<file path="config.mk">
export PLATFORM = sky130hd
export DESIGN_NAME = instruction_fetch
export DESIGN_NICKNAME = d
export VERILOG_FILES = /design/src/rtl/instruction_fetch_pkg.sv /design/src/rtl/instruction_fetch_next_pc.sv /design/src/rtl/instruction_fetch.sv
export SDC_FILE = /design/constraint.sdc
export NUM_CORES = 1
export LEC_CHECK = 0
export ABC_AREA = 1
export CAP_MARGIN = 10
export CORE_MARGIN = 2
export CORE_UTILIZATION = 50
export CTS_CLUSTER_DIAMETER = 200
export DETAILED_ROUTE_END_ITERATION = 10
export PLACE_DENSITY = 0.87
export SYNTH_ARGS = -nofsm -noshare
export SYNTH_HDL_FRONTEND = slang
export SYNTH_HIERARCHICAL = 1
export SYNTH_SLANG_ARGS = --single-unit
</file>
<file path="constraint.sdc">
create_clock -name clk -period 4.6 [get_ports clk]
set_clock_uncertainty 0.15 [all_clocks]
set_input_delay 1.38 -clock clk [delete_from_list [all_inputs] [get_ports clk]]
set_output_delay 1.38 -clock clk [all_outputs]
set_load 0.02 [all_outputs]
</file>
<file path="src/rtl/instruction_fetch_pkg.sv">
// Shared CPU definitions for the fetch stage and its neighbours.
//   NOP_INSTR        : bubble encoding (sll $0,$0,0)
//   PC_STEP          : sequential PC increment in bytes
//   DEFAULT_RESET_PC : byte address fetched first after reset
//   IMM_W/JTARGET_W  : I-type immediate and J-type target field widths
//   word_align()     : clears bits[1:0] of a byte address
package instruction_fetch_pkg;

   localparam logic [31:0] NOP_INSTR        = 32'h0000_0000;
   localparam logic [31:0] PC_STEP          = 32'd4;
   localparam logic [31:0] DEFAULT_RESET_PC = 32'h0000_0000;
   localparam int          IMM_W            = 16;
   localparam int          JTARGET_W        = 26;

   function automatic logic [31:0] word_align(input logic [31:0] addr);
      return addr & ~32'h0000_0003;
   endfunction

endpackage

</file>
<file path="src/rtl/instruction_fetch_next_pc.sv">
// fetch_next_pc: combinational next-PC select for the fetch stage.
// Ports:
//   pc            in  32        current fetch PC
//   if_pc_plus4   in  32        PC+4 of the instruction held in IF/ID (branch/jump base)
//   branch_taken  in  1         take branch: if_pc_plus4 + sext(branch_offset)*4
//   branch_offset in  IMM_W     signed word offset
//   jump          in  1         J-type: {if_pc_plus4[31:28], jump_target, 2'b00}
//   jump_target   in  JTARGET_W J-type target field
//   jump_reg      in  1         jr: reg_target with bits[1:0] cleared
//   reg_target    in  32        register value for jr
//   next_pc       out 32        selected next PC (sequential when no redirect)
//   redirect      out 1         any redirect is active this cycle
module fetch_next_pc
   import instruction_fetch_pkg::*;
(
   input  logic [31:0]          pc,
   input  logic [31:0]          if_pc_plus4,
   input  logic                 branch_taken,
   input  logic [IMM_W-1:0]     branch_offset,
   input  logic                 jump,
   input  logic [JTARGET_W-1:0] jump_target,
   input  logic                 jump_reg,
   input  logic [31:0]          reg_target,
   output logic [31:0]          next_pc,
   output logic                 redirect
);

   // Word offset sign-extended to 32 bits, then scaled to bytes.
   logic signed [31:0] branch_disp;
   assign branch_disp = {{(32-IMM_W-2){branch_offset[IMM_W-1]}}, branch_offset, 2'b00};

   // Redirect priority: jr over j over taken branch.
   always_comb begin
      next_pc  = word_align(pc + PC_STEP);
      redirect = 1'b0;
      if (jump_reg) begin
         next_pc  = word_align(reg_target);
         redirect = 1'b1;
      end else if (jump) begin
         next_pc  = {if_pc_plus4[31:28], jump_target, 2'b00};
         redirect = 1'b1;
      end else if (branch_taken) begin
         next_pc  = word_align(if_pc_plus4 + $unsigned(branch_disp));
         redirect = 1'b1;
      end
   end

endmodule

</file>
<file path="src/rtl/instruction_fetch.sv">
// instruction_fetch: PC register plus IF/ID pipeline register feeding decode.
// Ports:
//   clk           in  1          posedge clock
//   reset         in  1          asynchronous, active-high
//   mem_addr      out ADDR_WIDTH word address to instruction memory (from pc)
//   mem_data      in  32         combinational memory read data for mem_addr
//   stall         in  1          hold pc and IF/ID
//   branch_taken  in  1          redirect to if_pc_plus4 + sext(branch_offset)*4
//   branch_offset in  16         signed word offset
//   jump          in  1          redirect to {if_pc_plus4[31:28], jump_target, 2'b00}
//   jump_target   in  26         J-type target field
//   jump_reg      in  1          redirect to reg_target with bits[1:0] cleared
//   reg_target    in  32         jr register value
//   pc_out        out 32         current fetch PC
//   if_instr      out 32         IF/ID instruction (NOP when bubble)
//   if_pc_plus4   out 32         IF/ID PC+4 of if_instr
//   if_valid      out 1          IF/ID holds a real instruction
module instruction_fetch
   import instruction_fetch_pkg::*;
#(
   parameter logic [31:0] RESET_PC   = DEFAULT_RESET_PC,
   parameter int          ADDR_WIDTH = 10
) (
   input  logic                  clk,
   input  logic                  reset,
   output logic [ADDR_WIDTH-1:0] mem_addr,
   input  logic [31:0]           mem_data,
   input  logic                  stall,
   input  logic                  branch_taken,
   input  logic [IMM_W-1:0]      branch_offset,
   input  logic                  jump,
   input  logic [JTARGET_W-1:0]  jump_target,
   input  logic                  jump_reg,
   input  logic [31:0]           reg_target,
   output logic [31:0]           pc_out,
   output logic [31:0]           if_instr,
   output logic [31:0]           if_pc_plus4,
   output logic                  if_valid
);

   logic [31:0] pc_p0;
   logic [31:0] instr_p1;
   logic [31:0] pc_plus4_p1;
   logic        vld_p1;
   logic [31:0] next_pc;
   logic        redirect;

   fetch_next_pc u_next_pc (
      .pc            (pc_p0),
      .if_pc_plus4   (pc_plus4_p1),
      .branch_taken  (branch_taken),
      .branch_offset (branch_offset),
      .jump          (jump),
      .jump_target   (jump_target),
      .jump_reg      (jump_reg),
      .reg_target    (reg_target),
      .next_pc       (next_pc),
      .redirect      (redirect)
   );

   // Upper pc bits are dropped here: memory aliases at 2^ADDR_WIDTH words.
   assign mem_addr = pc_p0[ADDR_WIDTH+1:2];

   // Stage p0 -> p1: fetch PC register and IF/ID capture.
   // A redirect beats stall and flushes the word fetched this cycle.
   always_ff @(posedge clk or posedge reset) begin
      if (reset) begin
         pc_p0       <= word_align(RESET_PC);
         instr_p1    <= NOP_INSTR;
         pc_plus4_p1 <= 32'h0;
         vld_p1      <= 1'b0;
      end else if (redirect) begin
         pc_p0       <= next_pc;
         instr_p1    <= NOP_INSTR;
         pc_plus4_p1 <= 32'h0;
         vld_p1      <= 1'b0;
      end else if (!stall) begin
         pc_p0       <= next_pc;
         instr_p1    <= mem_data;
         pc_plus4_p1 <= pc_p0 + PC_STEP;
         vld_p1      <= 1'b1;
      end
   end

   assign pc_out      = pc_p0;
   assign if_instr    = instr_p1;
   assign if_pc_plus4 = pc_plus4_p1;
   assign if_valid    = vld_p1;

endmodule

</file>
==> Implementation_results.wiki <==
{| class="wikitable"
! Metric !! Value
|-
| Dpl cells || 1655
|-
| Static power due to leakage || 5.26 nW
|-
| Share of synthesized cell area in full adder, half adder and majority cells || 5.03%
|-
| Total GRT Usage || 33.5%
|-
| Fraction of layout cells with a size suffix above 1 || 4.95%
|-
| Crit share post-route || 82.2%
|-
| Mapped Cells || 1261
|-
| Critical-path maximum fanout || 15
|-
| Placed wire-length estimate || 22.6 mm
|-
| Port Buffers || 216
|-
| Timing-limited maximum frequency || 0.264 GHz
|-
| Number of detailed-routing iterations run before antenna repair || 6
|-
| DRT iter0 DRCs || 1033
|-
| Slowest library cell on the worst path || sky130_fd_sc_hd__nor4_1
|-
| Number of synthesized register bits || 97
|-
| Avg Cell Area, Syn || 6.42 µm²
|-
| Gates resized, CTS repair || 0
|-
| Total clock sinks || 97
|-
| Sequential share of the synthesized area || 30.0%
|-
| Initial antenna violation count || 0
|-
| EDFF count, synth || 0
|-
| Total congestion overflow after global routing || 0
|-
| Fraction of synthesized area in multiplexers || 0%
|-
| DRC errors left || 0
|-
| Standard cell core area || 0.0159 mm²
|-
| Area growth from synthesis to layout || 32.0%
|-
| Pin count of the biggest net entering global routing || 69
|-
| Hold-fix buffer count after cts || 0
|-
| Count of placed standard cells in the final layout, fillers left out || 1670
|-
| Outcome || finished clean
|-
| Drt total wl || 29.3 mm
|-
| Category of the most critical setup path || in2reg
|-
| Fraction of the core area covered by cells at the end of the flow || 67.3%
|-
| Dominant combinational cell family by area after synthesis || simple AND/OR/NAND/NOR gates
|-
| Inserted Clock Buffers || 9
|-
| Leading cell type in the layout, fill and taps excluded || sky130_fd_sc_hd__nand2_1
|-
| Time the final worst path needs with I/O delays and setup || 3.78 ns
|-
| Post-synthesis share of cell area spent on and, or, nand and nor gates || 39.5%
|-
| Number of primary I/O pins || 219
|-
| Worst slew margin || 35.0%
|-
| Count of final max-slew check failures || 0
|-
| Crit path arrival time || 3.83 ns
|-
| Number of hold violations in the final report || 0
|-
| Netlist Area Pre-Place || 0.00810 mm²
|-
| RSZ-0062 raised after global routing || false
|-
| CP dominant cell by count || sky130_fd_sc_hd__nand2_1
|-
| Critical path cell sequence || clkdlybuf4s50_1 > buf_4 > ha_1 > nand2_1 > nor4_1 > nand3_1 > nand2_1 > nand2_1 > nand3_1 > nand2_1 > nand2_1 > nand2_1 > nand2_1 > o21ai_0
|-
| Maximum resistive drop on vdd || 0.210 mV
|-
| Width of the chip || 131 µm
|-
| Category of the worst setup path launch point || input port
|-
| Placed cell areas || 0.0104 mm²
|-
| Final antenna diode count || 0
|-
| Effective utilization at floorplan || 51.0%
|-
| Data required time of the critical path || 4.65 ns
|-
| Routed len/inst || 17.6 µm
|-
| Routability congestion estimate || 0.965
|-
| Total of warnings raised by yosys || 6
|-
| Distinct cell type count after synthesis || 48
|-
| Core Rows || 46
|-
| Final layout net count || 1594
|-
| Critical Path End Type || flop
|-
| Via count of the first global-routing pass || 8485
|-
| Max-cap violations || 0
|-
| Maximum clock path buffer count || 2
|-
| Largest stage delay, worst path || 0.46 ns
|-
| Xor and xnor area share after synthesis || 1.73%
|-
| Vias/cell || 5.59
|-
| Clock tree from TritonCTS || built
|-
| Global-route wire length before repair || 45.6 mm
|-
| Die Outline Area || 0.0172 mm²
|-
| HP Class || reg2reg
|-
| Chip Height || 131 µm
|-
| Clock transition at the registers of the reported paths || 0.07 ns
|-
| H-Tree Level Count || 3
|-
| Root buffer cell || sky130_fd_sc_hd__clkbuf_16
|-
| Worst-skew pair later-pin latency || 0.36 ns
|-
| Proportion of register bits with asynchronous set or reset after synthesis || 100%
|-
| Final antenna-violating net count || 0
|-
| Top library cells by usage in the layout, fill and taps aside || sky130_fd_sc_hd__nand2_1 (444), sky130_fd_sc_hd__clkdlybuf4s50_1 (215), sky130_fd_sc_hd__nor2_1 (122)
|-
| Final instance area || 0.0107 mm²
|-
| Buffers inserted during post-CTS setup optimization || 0
|-
| Compound-cell area share of the yosys netlist || 14.7%
|-
| Total Negative Setup Slacks || 0 ns
|-
| Final setup violation count || 0
|-
| Least-Margin Pin Slew || 0.974 ns
|-
| Vias || 9328
|-
| Post-Route Hold Slack || 0.338 ns
|-
| Prevailing post-synth register cell || sky130_fd_sc_hd__dfrtp_1
|-
| Power density over cell area || 234 mW/mm²
|}
[layer usage]
layer	vias to the layer above	wire length, µm	track usage, %	part of all wire [%]
met5	-	0	0	0
met4	0	544	8.09	1.9
met3	45	2940	6.10	10
met2	467	13400	54.1	46
met1	4348	12500	46.8	43
li1	4468	-	-	-
[final cells by class]
cell class / instances / area (µm²)
well taps: 216 / 270
fillers: 1388 / 5190
flip-flops and latches: 97 / 2430
multi-input cells: 987 / 4960
clock inverters: 6 / 83.8
repair buffers: 225 / 2240
clock buffers: 9 / 225
inverters: 130 / 492
[power by group]
part | internal (mW) | switching, mW
clock | 0.435 | 0.361
sequential | 0.892 | 0.0986
combinational | 0.300 | 0.411
[cell usage after synthesis (10+ instances only)]
master,n,area [µm²]
sky130_fd_sc_hd__nand4_1,10,62.6
sky130_fd_sc_hd__buf_4,13,97.6
sky130_fd_sc_hd__a21oi_1,51,255
sky130_fd_sc_hd__nand2_1,444,1670
sky130_fd_sc_hd__dfrtp_1,97,2430
sky130_fd_sc_hd__nor2_4,11,124
sky130_fd_sc_hd__a22o_1,33,289
sky130_fd_sc_hd__ha_1,31,388
sky130_fd_sc_hd__nor2_1,122,458
sky130_fd_sc_hd__o21ai_0,69,345
sky130_fd_sc_hd__nand3_1,90,450
sky130_fd_sc_hd__o21ai_1,22,110
sky130_fd_sc_hd__clkbuf_1,25,93.8
sky130_fd_sc_hd__nor3_1,16,80.1
sky130_fd_sc_hd__inv_1,120,450
sky130_fd_sc_hd__xor2_1,12,105
[worst max-delay path: cells and delay by family]
| family | cells | cell delay [ns] |
|---|---|---|
| buffers and inverters | 2 | 0.60 |
| AND/OR/NAND/NOR | 10 | 1.37 |
| adder cells (fa/ha/maj) | 1 | 0.40 |
| AO/OA/AOI/OAI | 1 | 0.09 |
[sequential cells by signal, summed over array words and instances (netlist names)]
signal and count:
if_instr 32, if_valid 1, if_pc_plus4 32, pc_out 32
[worst paths after layout]
path                       slack [ns]                         end                       start  depth (start not counted)
setup / recovery                 0.82      pc_out[27]$_DFFE_PP0P_           branch_offset[15]                         14
hold / removal                   0.34  if_pc_plus4[0]$_DFFE_PP0P_  if_pc_plus4[0]$_DFFE_PP0P_                          2
setup reg to reg                 1.84      pc_out[12]$_DFFE_PP0P_  if_pc_plus4[9]$_DFFE_PP0P_                         11
hold reg to reg                  0.34  if_pc_plus4[0]$_DFFE_PP0P_  if_pc_plus4[0]$_DFFE_PP0P_                          2
max in group asynchronous        2.27       pc_out[5]$_DFFE_PP0P_                       reset                          3
min in group asynchronous        1.37      pc_out[13]$_DFFE_PP0P_                       reset                          2
[per-stage QoR]
stage	power (mW)	setup slack [ns]
2_1_floorplan	1.38	0.536
3_3_place_gp	1.69	0.538
3_5_place_dp	1.70	0.515
4_1_cts	2.49	0.873
5_1_grt	2.61	0.654
6_report	2.50	0.817
[kinds of logic after synthesis]
kind of cell / Yosys count
XOR/XNOR: 16
AND/OR/NAND/NOR: 737
AO/OA/AOI/OAI: 200
buffers and inverters: 178
adder cells (fa/ha/maj): 32
flip-flops: 97
other: 1
(Power assumes the default switching activity.)
